**src/rtl/clock_sequencer.sv**
```systemverilog
// Master-clock sequencer: derives CPU phase clocks and CPU/PPU/APU clock enables,
// and runs OAM DMA (256 read/write pairs to $2004) while holding the CPU halted.
module clock_sequencer #(
    parameter int CPU_DIV = 12,
    parameter int PPU_DIV = 4
) (
    input  logic        phi0,
    input  logic        reset_n,
    output logic        phi1,
    output logic        phi2,
    output logic        cpu_ce,
    output logic        ppu_ce,
    output logic        apu_ce,
    input  logic        dma_start,
    input  logic [7:0]  dma_page,
    output logic        cpu_rdy,
    output logic        dma_active,
    output logic [15:0] dma_addr,
    output logic        dma_rd,
    output logic        dma_wr,
    input  logic [7:0]  dma_rdata,
    output logic [7:0]  dma_wdata
);

    localparam int CW = $clog2(CPU_DIV);
    localparam int PW = $clog2(PPU_DIV);

    typedef enum logic [2:0] {
        S_IDLE,
        S_HALT,
        S_ALIGN,
        S_READ,
        S_WRITE
    } state_t;

    state_t         state, state_nxt;
    logic           run;
    logic [CW-1:0]  cnt, cnt_nxt;
    logic [PW-1:0]  pcnt, pcnt_nxt;
    logic           par, par_nxt;
    logic           cpu_ce_nxt, ppu_ce_nxt, phi2_nxt;
    logic [7:0]     page, page_nxt;
    logic [7:0]     idx, idx_nxt;
    logic [7:0]     dbuf, dbuf_nxt;
    logic [15:0]    addr_nxt;
    logic [7:0]     wdata_nxt;

    // The first edge after reset release still belongs to master cycle 0, so the
    // counters only start advancing once run is set.
    always_comb begin
        cnt_nxt  = cnt;
        pcnt_nxt = pcnt;
        if (run) begin
            cnt_nxt  = (cnt == CW'(CPU_DIV - 1)) ? '0 : cnt + CW'(1);
            pcnt_nxt = (pcnt == PW'(PPU_DIV - 1)) ? '0 : pcnt + PW'(1);
        end
        cpu_ce_nxt = (cnt_nxt == CW'(CPU_DIV - 1));
        ppu_ce_nxt = (pcnt_nxt == PW'(PPU_DIV - 1));
        phi2_nxt   = (cnt_nxt >= CW'(CPU_DIV / 2));
        par_nxt    = par ^ cpu_ce;
    end

    always_ff @(posedge phi0 or negedge reset_n) begin
        if (!reset_n) begin
            run    <= 1'b0;
            cnt    <= '0;
            pcnt   <= '0;
            par    <= 1'b0;
            phi1   <= 1'b1;
            phi2   <= 1'b0;
            cpu_ce <= 1'b0;
            ppu_ce <= 1'b0;
            apu_ce <= 1'b0;
        end else begin
            run    <= 1'b1;
            cnt    <= cnt_nxt;
            pcnt   <= pcnt_nxt;
            par    <= par_nxt;
            phi1   <= ~phi2_nxt;
            phi2   <= phi2_nxt;
            cpu_ce <= cpu_ce_nxt;
            ppu_ce <= ppu_ce_nxt;
            apu_ce <= cpu_ce_nxt & par_nxt;
        end
    end

    // DMA sequencing: only moves at the edge that closes a CPU cycle.
    always_comb begin
        state_nxt = state;
        page_nxt  = page;
        idx_nxt   = idx;
        dbuf_nxt  = dbuf;
        if (cpu_ce) begin
            case (state)
                S_IDLE: begin
                    if (dma_start) begin
                        page_nxt  = dma_page;
                        idx_nxt   = 8'd0;
                        state_nxt = S_HALT;
                    end
                end
                // The cycle after HALT has parity ~par; reads must land on even cycles.
                S_HALT:  state_nxt = par ? S_READ : S_ALIGN;
                S_ALIGN: state_nxt = S_READ;
                S_READ: begin
                    dbuf_nxt  = dma_rdata;
                    state_nxt = S_WRITE;
                end
                S_WRITE: begin
                    idx_nxt   = idx + 8'd1;
                    state_nxt = (idx == 8'hFF) ? S_IDLE : S_READ;
                end
                default: state_nxt = S_IDLE;
            endcase
        end
    end

    always_comb begin
        addr_nxt  = 16'h0000;
        wdata_nxt = 8'h00;
        case (state_nxt)
            S_READ:  addr_nxt = {page_nxt, idx_nxt};
            S_WRITE: begin
                addr_nxt  = 16'h2004;
                wdata_nxt = dbuf_nxt;
            end
            default: ;
        endcase
    end

    always_ff @(posedge phi0 or negedge reset_n) begin
        if (!reset_n) begin
            state      <= S_IDLE;
            page       <= 8'h00;
            idx        <= 8'h00;
            dbuf       <= 8'h00;
            cpu_rdy    <= 1'b1;
            dma_active <= 1'b0;
            dma_addr   <= 16'h0000;
            dma_rd     <= 1'b0;
            dma_wr     <= 1'b0;
            dma_wdata  <= 8'h00;
        end else begin
            state      <= state_nxt;
            page       <= page_nxt;
            idx        <= idx_nxt;
            dbuf       <= dbuf_nxt;
            cpu_rdy    <= (state_nxt == S_IDLE);
            dma_active <= (state_nxt != S_IDLE);
            dma_addr   <= addr_nxt;
            dma_rd     <= (state_nxt == S_READ);
            dma_wr     <= (state_nxt == S_WRITE);
            dma_wdata  <= wdata_nxt;
        end
    end

endmodule

```
**config.mk**
```make
export PLATFORM = sky130hd
export DESIGN_NAME = clock_sequencer
export DESIGN_NICKNAME = d
export VERILOG_FILES = /design/src/rtl/clock_sequencer.sv
export SDC_FILE = /design/constraint.sdc
export NUM_CORES = 1
export LEC_CHECK = 0
export BUFFER_PORTS_ARGS = -buffer_cell sky130_fd_sc_hd__buf_2
export CORE_MARGIN = 8
export CORE_UTILIZATION = 45
export DETAILED_ROUTE_END_ITERATION = 10
export GPL_TIMING_DRIVEN = 1
export HOLD_SLACK_MARGIN = 0.03
export PLACE_DENSITY = 0.78
export SLEW_MARGIN = 15
export SYNTH_ARGS = -nofsm -noshare
export SYNTH_HDL_FRONTEND = slang
export SYNTH_SLANG_ARGS = --single-unit
export TNS_END_PERCENT = 30
```
**constraint.sdc**
```tcl
create_clock -name phi0 -period 2.65 [get_ports phi0]
set_input_delay 0 -clock phi0 [delete_from_list [all_inputs] [get_ports phi0]]
set_output_delay 0 -clock phi0 [all_outputs]
set_load 0.02 [all_outputs]
```
After elaboration in Yosys (flattened, before gate mapping)
Index checks and enable logic that the tools add are counted.
{ "classes": {"n_bitwise": 3, "eq_ne": 11, "n_reduce_logical": 3, "n_mux": 19, "add_sub_neg": 3, "order_cmp": 1} }
{ "op_table": {"columns": ["operator", "count"], "rows": [
  ["two-way mux 8 bit", 8],
  ["case mux 16 bit (2 select lines)", 1],
  ["case mux 8 bit (2 select lines)", 1],
  ["case mux 3 bit (5 select lines)", 1],
  ["== test 3 x 2 -> 1 bit (second input constant)", 3],
  ["adder 8 x 1 -> 8 bit (second input constant)", 1],
  ["== test 4 bit (second input constant)", 2],
  ["== test 8 bit (second input constant)", 1],
  ["two-way mux 4 bit", 2],
  ["== test 3 bit (second input constant)", 2],
  ["logical NOT 3 bit", 2],
  ["two-way mux 2 bit", 3],
  ["two-way mux 3 bit", 2],
  ["adder 4 x 1 -> 4 bit (second input constant)", 1],
  ["== test 2 bit (second input constant)", 2],
  [">= comparator 4 x 3 -> 1 bit (second input constant)", 1],
  ["== test 3 x 1 -> 1 bit (second input constant)", 1],
  ["nonzero test 3 bit", 1],
  ["adder 2 x 1 -> 2 bit (second input constant)", 1],
  ["AND 1 bit", 1],
  ["two-way mux 1 bit", 1],
  ["NOT 1 bit", 1],
  ["bitwise XOR 1 bit", 1]
]} }
{ "totals": {"output_inout_bits": 33, "register_bits": 68, "wordCells": 59} }

Longest topological paths before layout
Gate-level depths: netlist of the first run.
{ "logic_depth": {"word_depth": 6, "depth_mapped": 6} }

Least setup slack after synthesis of the first run
Ideal clock, no wire load.
{ "synth_path": {"path_kind": "reg-to-reg", "startpoint": "register cpu_ce", "endpoint": "register dma_addr[11]", "t_arrival_ps": 1708, "required_ps": 2532, "stages_incl_launch_ff": 7, "setup_slack_ps": 823, "cell_sequence": "dfrtp_1 -> or3b_1 -> buf_6 -> nor2_8 -> buf_8 -> mux2_4 -> and2b_1"} }
{ "synth_via": {"elab_cells_between_ends": 5, "cone_classes": "2 x eq/ne; 3 x mux"} }
{ "synth_rtl": {"columns": ["element", "line_no", "text"], "rows": [
  ["start, declared", "11", "output logic cpu_ce,"],
  ["start signal, assigned", "81", "cpu_ce <= cpu_ce_nxt;"],
  ["two-way mux 8 bit", "93", "if (cpu_ce) begin"],
  ["net page_nxt[3]", "42", "logic [7:0] page, page_nxt;"],
  ["case mux 16 bit (2 select lines)", "121", "case (state_nxt)"],
  ["net addr_nxt[11]", "45", "logic [15:0] addr_nxt;"],
  ["end signal, assigned", "150", "dma_addr <= addr_nxt;"],
  ["end, declared", "18", "output logic [15:0] dma_addr,"]
]} }
The timed path passes the listed nets, and every way through them passes these cells.

Worst setup path after layout of the first run
{ "layout_path": {"startpoint": "register state[0]", "endpoint": "register dma_addr[12]"} }
{ "layout_via": {"elab_cells_between_ends": 13, "cone_classes": "6 x eq/ne; 6 x mux; 1 x reduce/logical"} }
{ "layout_rtl": {"columns": ["element", "line_no", "text"], "rows": [
  ["start, declared", "36", "state_t state, state_nxt;"],
  ["start signal, assigned", "144", "state <= state_nxt;"],
  ["logical NOT 3 bit", "94", "case (state)"],
  ["two-way mux 8 bit", "94", null],
  ["two-way mux 8 bit", "93", null],
  ["net page_nxt[4]", "42", null],
  ["case mux 16 bit (2 select lines)", "121", null],
  ["net addr_nxt[12]", "45", null]
]} }
The timed path passes the listed nets, and every way through them passes these cells.

==> metrics.md, run 1 <==
| Metric | Value |
|---|---|
| Status | `finished, final reports clean` |
| Startpoint Class | `flop` |
| Synth Flop Type | `dfrtp_1` |
| Synth cell types | `roughly 50` |
| Rel. slew slack | `roughly 65%` |
| Ys async rst share | `100%` |
| Final instance area | `approximately 3500 sq um` |
| Most frequent cells in the layout | `dfrtp_1 (66), buf_2 (51), nand2_1 (20), nor2b_1 (20), dlygate4sd3_1 (17)` |
| Wirelength per Cell | `approximately 14 um` |
| Layout area overhead | `25.6%` |
| Syn nets | `about 240` |
| GR Overflow Total | `0` |
| Port buffer count | `between 50 and 60` |
| Io pins | `52` |
| Synth Area per Inst | `~13 sq um` |
| Maximum vdd ir drop | `about 650 uV` |
| Crit. Startpoint | `state[0]` |
| Top post-synthesis cells by area | `dfrtp_1 (59%), mux2_2 (5.6%), nor2b_1 (4.5%)` |
| Most common cell after layout, fill and taps aside | `dfrtp_1` |
| Clock Tree Buf Depth | `2` |
| Initial core utilization | `~47%` |
| Cts hold-fix bufs | `17` |
| Final core occ | `roughly 59%` |
| Core area | `5960 sq um` |
| Clk sinks | `68` |
| Critical R2R Launch | `state[0]` |
| TritonCTS Buffers | `9` |
| Vias/cell | `~5.0` |
| Core Rows | `28` |
| Worst Path Arrival | `2310 ps` |
| #FFs+latches synth | `between 60 and 70` |
| Hold Fails Final Rpt | `0` |
| Vias in the first global route | `around 2,000` |
| Maxcap violations | `0` |
| Combinational share of power | `roughly 30%` |
| Routed Wire Length | `around 5300 um` |
| Die width | `94.8 um` |
| Antenna Cells | `0` |
| First DRT Iteration DRCs | `120` |
| RSZ-0062 raised after global routing | `no` |
| Min-Delay Path Class | `input port to async pin` |
| First-pass GRT wire length | `just over 9000 um` |
| Worst setup EP type | `flop` |
| Final worst-path cycle share | `about four fifths` |
| Worst-Margin Slew | `522 ps` |
| Antenna violations before repair | `0` |
| CP max FO | `15` |
| Setup ws final | `between 500 and 600 ps` |
| Fin Setup TNS | `0 ps` |
| TritonCTS clock tree | `yes` |
| Dpl ws | `around 570 ps` |
| Achievable frequency | `between 400 and 500 MHz` |
| Clk network pwr share | `between 20% and 30%` |
| ANT nets after route | `0` |
| Post-Syn Area | `2800 sq um` |
| Nets | `316` |
| Minimum clock period after layout | `approximately 2100 ps` |
| Total power | `around 3700 uW` |
| Max-slew violation count | `0` |
| Vias | `about 1,900` |
| Post-synth top area cell | `dfrtp_1` |
| Number of synthesized flops with an enable pin | `0` |
| Drt drc | `0` |
| Die area | `about 9000 sq um` |
| Lkg Pwr | `roughly 0.0017 uW` |
| Final setup violation count | `0` |
| Largest net degree at the start of global routing | `30` |
| Net Sw Power | `1220 uW` |
| Cell count after synthesis | `between 200 and 250` |
| Fin Clk Skew | `around 5.0 ps` |
| Tot GR Track Use | `between 10% and 20%` |
| # Post-CTS Setup Buffers | `0` |
| Share of layout cells above drive strength 1 | `approximately a third` |
| DP Area | `roughly 3100 sq um` |
| Synth top area share | `between 50% and 60%` |
| Power per cell area | `between 1000 and 1500 nW/um^2` |
| HPWL Detailed | `around 3700 um` |
| Filler Cell Count | `500` |
| Warning count from the yosys run | `0` |
| Reg2Reg Setup Slack | `approximately 560 ps` |
| Footprint of the multi-input gates | `approximately 990 sq um` |
| Sw Ratio | `between 30% and 40%` |
| WP data required | `approximately 2900 ps` |
| Seq/Total Area, Yosys | `approximately three fifths` |
| CTS H-tree depth | `3` |
| Clock Tree Root | `clkbuf_8` |
| Routability cong. | `a little under 0.8` |
| Area occupied by registers | `1700 sq um` |
| CP Class | `flop to flop` |
| Sequential power share | `42.9%` |
| Clk_lat worst skew | `approximately 340 ps` |
| Chip height | `~95 um` |
| Drt pass-1 iters | `4` |
| P_int | `2500 uW` |
| Resized cells post-CTS | `0` |
| Worst-path clk slew | `70 ps` |
area by class of cell:
cell class                 instances  share of cell area, %
clock buffer                      10                   3.63
clock inverter                     6                   3.21
inverter                           7                  0.748
multi-input combinational        137                   28.3
sequential                        68                   48.5
tap                               75                   2.67
timing repair buffer              72                   13.0
cell usage after synthesis, types with 2 or more instances:
cell type	count
ha_1	2
and2b_1	3
mux2_2	14
nand2_1	20
dfrtp_1	66
inv_1	7
a21oi_1	8
o21ai_0	9
xor2_1	3
mux2_4	2
dfstp_2	2
nor2_1	7
nand3_1	3
nand2b_1	4
mux2i_1	2
buf_4	2
and2_1	2
nor2b_1	20
clkbuf_1	3
nand3b_1	3
buf_2	4
xnor2_1	2
nor3_1	7
registers in the layout, summed over array words and instances, names as in the netlist, 2 cells and up:
register,count
dma_addr,16
dbuf,8
dma_wdata,8
idx,8
page,8
cnt,4
state,3
pcnt,2
power groups by stage:
stage	clock (uW)	sequential (uW)	combinational, uW
6_report	1010	1600	1110
5_1_grt	1080	1640	1240
4_1_cts	1040	1600	1130
3_5_place_dp	0	1610	1110
3_3_place_gp	0	1600	1080
2_1_floorplan	0	1710	701
cell families (layout without fill, tap and decap cells):
family,Yosys count,after routing,synth area share [%]
AND/OR/NAND/NOR,79,79,17.0
flip-flops,68,68,61.0
AO/OA/AOI/OAI,32,32,8.46
multiplexers,18,18,7.43
buffers and inverters,18,95,3.54
XOR/XNOR,5,5,1.57
adder cells (fa/ha/maj),2,2,0.895
other,1,1,0.134
metal layers:
metal | share of wire, % | GRT usage (%)
met1 | 44 | 15.5
met5 | 0 | 0
met3 | 7.0 | 5.32
met4 | 1.1 | 4.68
met2 | 48 | 20.6
worst max-delay path, cell delays in order, from the launching register on:
cell	delay [ps]
dfrtp_1	550
or3b_1	610
nor2_8	300
mux2_2	380
nor2b_1	130
metrics by stage:
stage | instances | hold WS [ps]
floorplan | 223 | -296
global placement | 342 | -98.7
detailed placement | 342 | -83.1
CTS | 375 | 78.7
global route | 375 | 97.6
finish | 375 | 82.5
worst paths after layout:
kind | end | cells past startpoint
max | dma_addr[12] | 4
min | dma_addr[14] | 2
max reg2reg | dma_addr[12] | 4
min reg2reg | pcnt[0] | 1
max in group asynchronous | phi1 | 3
min in group phi0 | dma_active | 4
Note: power is estimated with default switching activity, not from simulation.
==> run 2, diff against run 1 <==
--- a/config.mk
+++ b/config.mk
@@ -11,7 +11,7 @@
 export DETAILED_ROUTE_END_ITERATION = 10
 export GPL_TIMING_DRIVEN = 1
 export HOLD_SLACK_MARGIN = 0.03
-export PLACE_DENSITY = 0.78
+export PLACE_DENSITY = 0.8
 export SLEW_MARGIN = 15
 export SYNTH_ARGS = -nofsm -noshare
 export SYNTH_HDL_FRONTEND = slang
==> constraint.sdc (replaced) <==
create_clock -name phi0 -period 1.8 [get_ports phi0]
set_input_delay 0 -clock phi0 [delete_from_list [all_inputs] [get_ports phi0]]
set_output_delay 0 -clock phi0 [all_outputs]
set_load 0.02 [all_outputs]
==> metrics.md, run 2 (same netlist as run 1, synthesis figures left out) <==
| Metric | Value |
|---|---|
| HPWL Detailed | `~4000 um` |
| Clk sinks | `68` |
| Initial core utilization | `a little under half` |
| Final worst-path cycle share | `between 90% and 100%` |
| Rel. slew slack | `~64%` |
| TritonCTS clock tree | `yes` |
| Nets | `330` |
| Worst-path clk slew | `around 70 ps` |
| Total power | `5300 uW` |
| R2R depth | `6` |
| Clk_lat worst skew | `around 340 ps` |
| Worst setup EP type | `flop` |
| Core area | `a little under 6000 sq um` |
| Chip height | `94.8 um` |
| GR Overflow Total | `0` |
| Clock Tree Root | `clkbuf_8` |
| Maxcap violations | `0` |
| TritonCTS Buffers | `9` |
| Largest net degree at the start of global routing | `26` |
| Vias/cell | `5.07` |
| Die area | `between 8000 and 9000 sq um` |
| Status | `finished, final reports clean` |
| CTS H-tree depth | `3` |
| Fin Setup TNS | `0 ps` |
| Vias in the first global route | `2,033` |
| Drt drc | `0` |
| WP data required | `2030 ps` |
| CP max FO | `17` |
| Io pins | `52` |
| Maximum vdd ir drop | `about 740 uV` |
| Most frequent cells in the layout | `dfrtp_1 (65), buf_2 (51), nand2_1 (20), nor2b_1 (20), dlygate4sd3_1 (17)` |
| Tot GR Track Use | `between 10% and 20%` |
| Achievable frequency | `584 MHz` |
| Minimum clock period after layout | `1710 ps` |
| Share of layout cells above drive strength 1 | `between 30% and 40%` |
| Drt pass-1 iters | `4` |
| Core Rows | `28` |
| Critical R2R Launch | `idx[0]` |
| Vias | `between 1,500 and 2,000` |
| Fin Clk Skew | `6.83 ps` |
| Max-slew violation count | `0` |
| Antenna Cells | `0` |
| Die width | `between 90 and 100 um` |
| RSZ-0062 raised after global routing | `no` |
| Hold WS | `~150 ps` |
| Clock Tree Buf Depth | `2` |
| Routed Wire Length | `5750 um` |
| Crit. Startpoint | `idx[0]` |
| Antenna violations before repair | `0` |
| Layout area overhead | `28.6%` |
| Largest Register | `dma_addr` |
| Power per cell area | `~1500 nW/um^2` |
| Worst Path Arrival | `roughly 1900 ps` |
| First-pass GRT wire length | `~9000 um` |
| Lkg Pwr | `about 0.0018 uW` |
| Routability cong. | `about 0.84` |
| First DRT Iteration DRCs | `~90` |
| Final setup violation count | `0` |
| Max reg flops | `16` |
| ANT nets after route | `0` |
| Wirelength per Cell | `14.8 um` |
| Port buffer count | `between 50 and 60` |
| CP Class | `flop to flop` |
| Startpoint Class | `flop` |
| Min-Delay Path Class | `input port to async pin` |
| Hold Fails Final Rpt | `0` |
| Worst-Margin Slew | `approximately 540 ps` |
| Most common cell after layout, fill and taps aside | `dfrtp_1` |
## run 2: cell types whose count changed in the layout (fill, tap and decap cells not counted), sizes merged
cell,previous run,this run
buf,55,69
bufinv,3,0
clkinv,3,2
clkbuf,10,12
clkinvlp,0,2
## run 2: metal layers
layer,routed length (um),GRT usage (%),vias to the layer above
met4,144,7.80,0
met2,2800,22.0,57
li1,-,-,927
met1,2370,15.0,976
met3,431,4.68,13
met5,0,0,-
## run 2: timing repair
item | CTS | global route
hold buffers | 17 | 0
hold endpoints to repair | 66 | 0
endpoints found under the setup margin | 0 | 6
gates resized for setup | 0 | 4
buffers inserted | 0 | 1
## run 2: where the power goes
part,internal [uW],total (uW),leakage (uW),switching (uW)
logic,860,1960,0.000831,1100
clock network,533,1090,0.0000824,560
registers,2040,2250,0.000846,207
total,3440,5300,0.00176,1860
## run 2: worst paths after layout
kind / endpoint / slack, ps
setup / recovery: dma_addr[3] / 90
max in group asynchronous: cpu_rdy / 1010
hold reg to reg: pcnt[1] / 480
setup reg to reg: dma_addr[3] / 90
min in group phi0: dma_active / 200
hold / removal: dma_rd / 150
## run 2: cell type report
class	count	area, sq um
Clock inverter	4	25.0
Tap cell	75	93.8
Clock buffer	12	145
Inverter	7	26.3
Sequential cell	68	1710
Multi-Input combinational cell	137	1010
Timing Repair Buffer	86	586
Fill cell	500	2360
## run 2: critical path: stages, from the launching register on
cell and delay, ps:
dfrtp_1 360, ha_2 200, nand3_2 90, or3_4 410, a31oi_4 200, buf_12 160
and2b_1 180
## run 2: per-stage QoR
| step | utilization (%) | instances | cell area (sq um) | worst slack (ps) |
|---|---|---|---|---|
| floorplan | - | 223 | 2800 | 23.8 |
| global placement | 54.2 | 355 | 3230 | 94.5 |
| detailed placement | 54.2 | 355 | 3230 | 25.6 |
| CTS | 59.9 | 388 | 3570 | 11.8 |
| global route | 60.3 | 389 | 3590 | 26.4 |
| finish | 60.3 | 389 | 3590 | 88.9 |
==> run 3, diff against run 2 <==
--- a/config.mk
+++ b/config.mk
@@ -12,6 +12,7 @@
 export GPL_TIMING_DRIVEN = 1
 export HOLD_SLACK_MARGIN = 0.03
 export PLACE_DENSITY = 0.8
+export RECOVER_POWER = 100
 export SLEW_MARGIN = 15
 export SYNTH_ARGS = -nofsm -noshare
 export SYNTH_HDL_FRONTEND = slang
==> metrics.md, run 3 (same netlist as run 1, synthesis figures left out) <==
| Metric | Value |
|---|---|
| Core area | `5960 sq um` |
| Uppermost layer routed | `met4` |
| Maximum vdd ir drop | `around 710 uV` |
| R2r endpoint | `dma_addr[3]` |
| RSZ-0062 raised after global routing | `no` |
| GR Overflow Total | `0` |
| First DRT Iteration DRCs | `96` |
| Hold Fails Final Rpt | `0` |
| Worst Hold Launch | `dma_start` |
| CTS H-tree depth | `3` |
| Drt pass-1 iters | `4` |
| Rel. slew slack | `around a quarter` |
| Worst Path Arrival | `between 1500 and 2000 ps` |
| Max-slew violation count | `0` |
| Met1 WL | `roughly 2300 um` |
| Power per cell area | `between 1000 and 1500 nW/um^2` |
| Initial core utilization | `around 47%` |
| Final setup violation count | `0` |
| Clk sinks | `approximately 70` |
| Max reg flops | `16` |
| R2R depth | `6` |
| Maxcap violations | `0` |
| TritonCTS Buffers | `9` |
| Tot GR Track Use | `about 13%` |
| Clock Tree Root | `clkbuf_8` |
| Largest net degree at the start of global routing | `26` |
| Die area | `8990 sq um` |
| Antenna Cells | `0` |
| Most frequent cells in the layout | `dfrtp_1 (65), clkbuf_1 (37), nand2_1 (20), nor2b_1 (20)` |
| Fin Clk Skew | `7.17 ps` |
| WL met3 | `about 450 um` |
| Reg2Reg Setup Slack | `about 78 ps` |
| Hold endpoint | `dma_active` |
| Io pins | `52` |
| Met2 WL post-DR | `~2800 um` |
| Achievable frequency | `581 MHz` |
| Dpl ws | `between 20 and 30 ps` |
| Finished Layout Cells | `389` |
| Minimum clock period after layout | `between 1500 and 2000 ps` |
| Core Rows | `28` |
| Most common cell after layout, fill and taps aside | `dfrtp_1` |
| Clk_lat worst skew | `about 340 ps` |
| Min-Delay Path Class | `input port to flop` |
| Vias | `between 1,500 and 2,000` |
| CP Class | `flop to flop` |
| HPWL Detailed | `around 4000 um` |
| DP Area | `3230 sq um` |
| Vias in the first global route | `just over 2,000` |
| Layout area overhead | `26.2%` |
| CP max FO | `17` |
| Startpoint Class | `flop` |
| Largest Register | `dma_addr` |
| Hold WS | `195 ps` |
| Routed Wire Length | `around 5800 um` |
| ANT nets after route | `0` |
| Clock Tree Buf Depth | `2` |
| Die width | `94.8 um` |
| Critical R2R Launch | `idx[1]` |
| Hold depth | `4` |
| Setup ws final | `77.7 ps` |
| Antenna violations before repair | `0` |
| Lkg Pwr | `about 0.0016 uW` |
| Share of layout cells above drive strength 1 | `22.3%` |
| Worst setup EP type | `flop` |
| Nets | `330` |
| Routability cong. | `roughly 0.84` |
| Worst-path clk slew | `~70 ps` |
| Total placed cells including tap cells | `355` |
| Final instance area | `3530 sq um` |
| Port buffer count | `between 50 and 60` |
| First-pass GRT wire length | `9240 um` |
| Status | `finished, final reports clean` |
| Wirelength per Cell | `14.8 um` |
| Fin Setup TNS | `0 ps` |
| Chip height | `about 95 um` |
| Worst-Margin Slew | `1130 ps` |
| WP data required | `2030 ps` |
| Final worst-path cycle share | `between 90% and 100%` |
| Drt drc | `0` |
| TritonCTS clock tree | `yes` |
| Vias/cell | `5.05` |
-- run 3: changes by cell type in the layout (fill, tap and decap cells not counted) --
cell      previous run  this run
ha_1                 1         2
clkbuf_1             2        37
buf_4               16        11
mux2_4               2         0
buf_2               51        17
ha_2                 1         0
mux2_1               0         5
clkbuf_2             0         4
mux2_2              14        11
and2_1               2         0
and2_0               0         2
-- run 3: how the worst max path moves through the flow --
stage                   from      endpoint  slack [ps]
finish                idx[1]   dma_addr[3]          80
global route        state[1]   dma_addr[2]          20
CTS                   idx[0]   dma_addr[3]          10
detailed placement    idx[1]   dma_addr[3]          30
global placement      idx[0]  dma_addr[14]          90
floorplan           state[0]  dma_addr[11]          20
-- run 3: repair_timing --
item,in CTS,in global routing
hold buffers,17,0
setup buffers,0,1
endpoints found under the setup margin,0,6
hold endpoints to repair,66,0
gates resized for setup,0,4
-- run 3: layout make-up --
type / instances / area (sq um)
Clock buffer: 12 / 145
Clock inverter: 4 / 25.0
Fill cell: 517 / 2430
Inverter: 7 / 26.3
Multi-Input combinational cell: 137 / 1000
Sequential cell: 68 / 1710
Tap cell: 75 / 93.8
Timing Repair Buffer: 86 / 529
-- run 3: per-stage QoR --
step                      power (uW)  util [%]
final                           5210      59.2
after global routing            5530      59.2
after CTS                       5320      59.9
after detailed placement        4180      54.2
after global placement          4100      54.2
after floorplan                 3550         -
-- run 3: worst max-delay path: stages, from the launching register on --
cell,delay [ps]
dfrtp_1,350
ha_1,200
nand3_2,100
or3_4,410
a31oi_4,200
buf_12,160
and2b_1,180
-- run 3: where the power goes --
part / internal [uW] / switching, uW
clock: 533 / 559
combinational: 767 / 1100
sequential: 2040 / 210
total: 3340 / 1870
-- run 3: layer usage --
layer  up-vias  GRT usage (%)
li1        930              -
met1       964           15.0
met2        60           22.0
met3        12           4.68
met4         0           7.80
met5         -              0
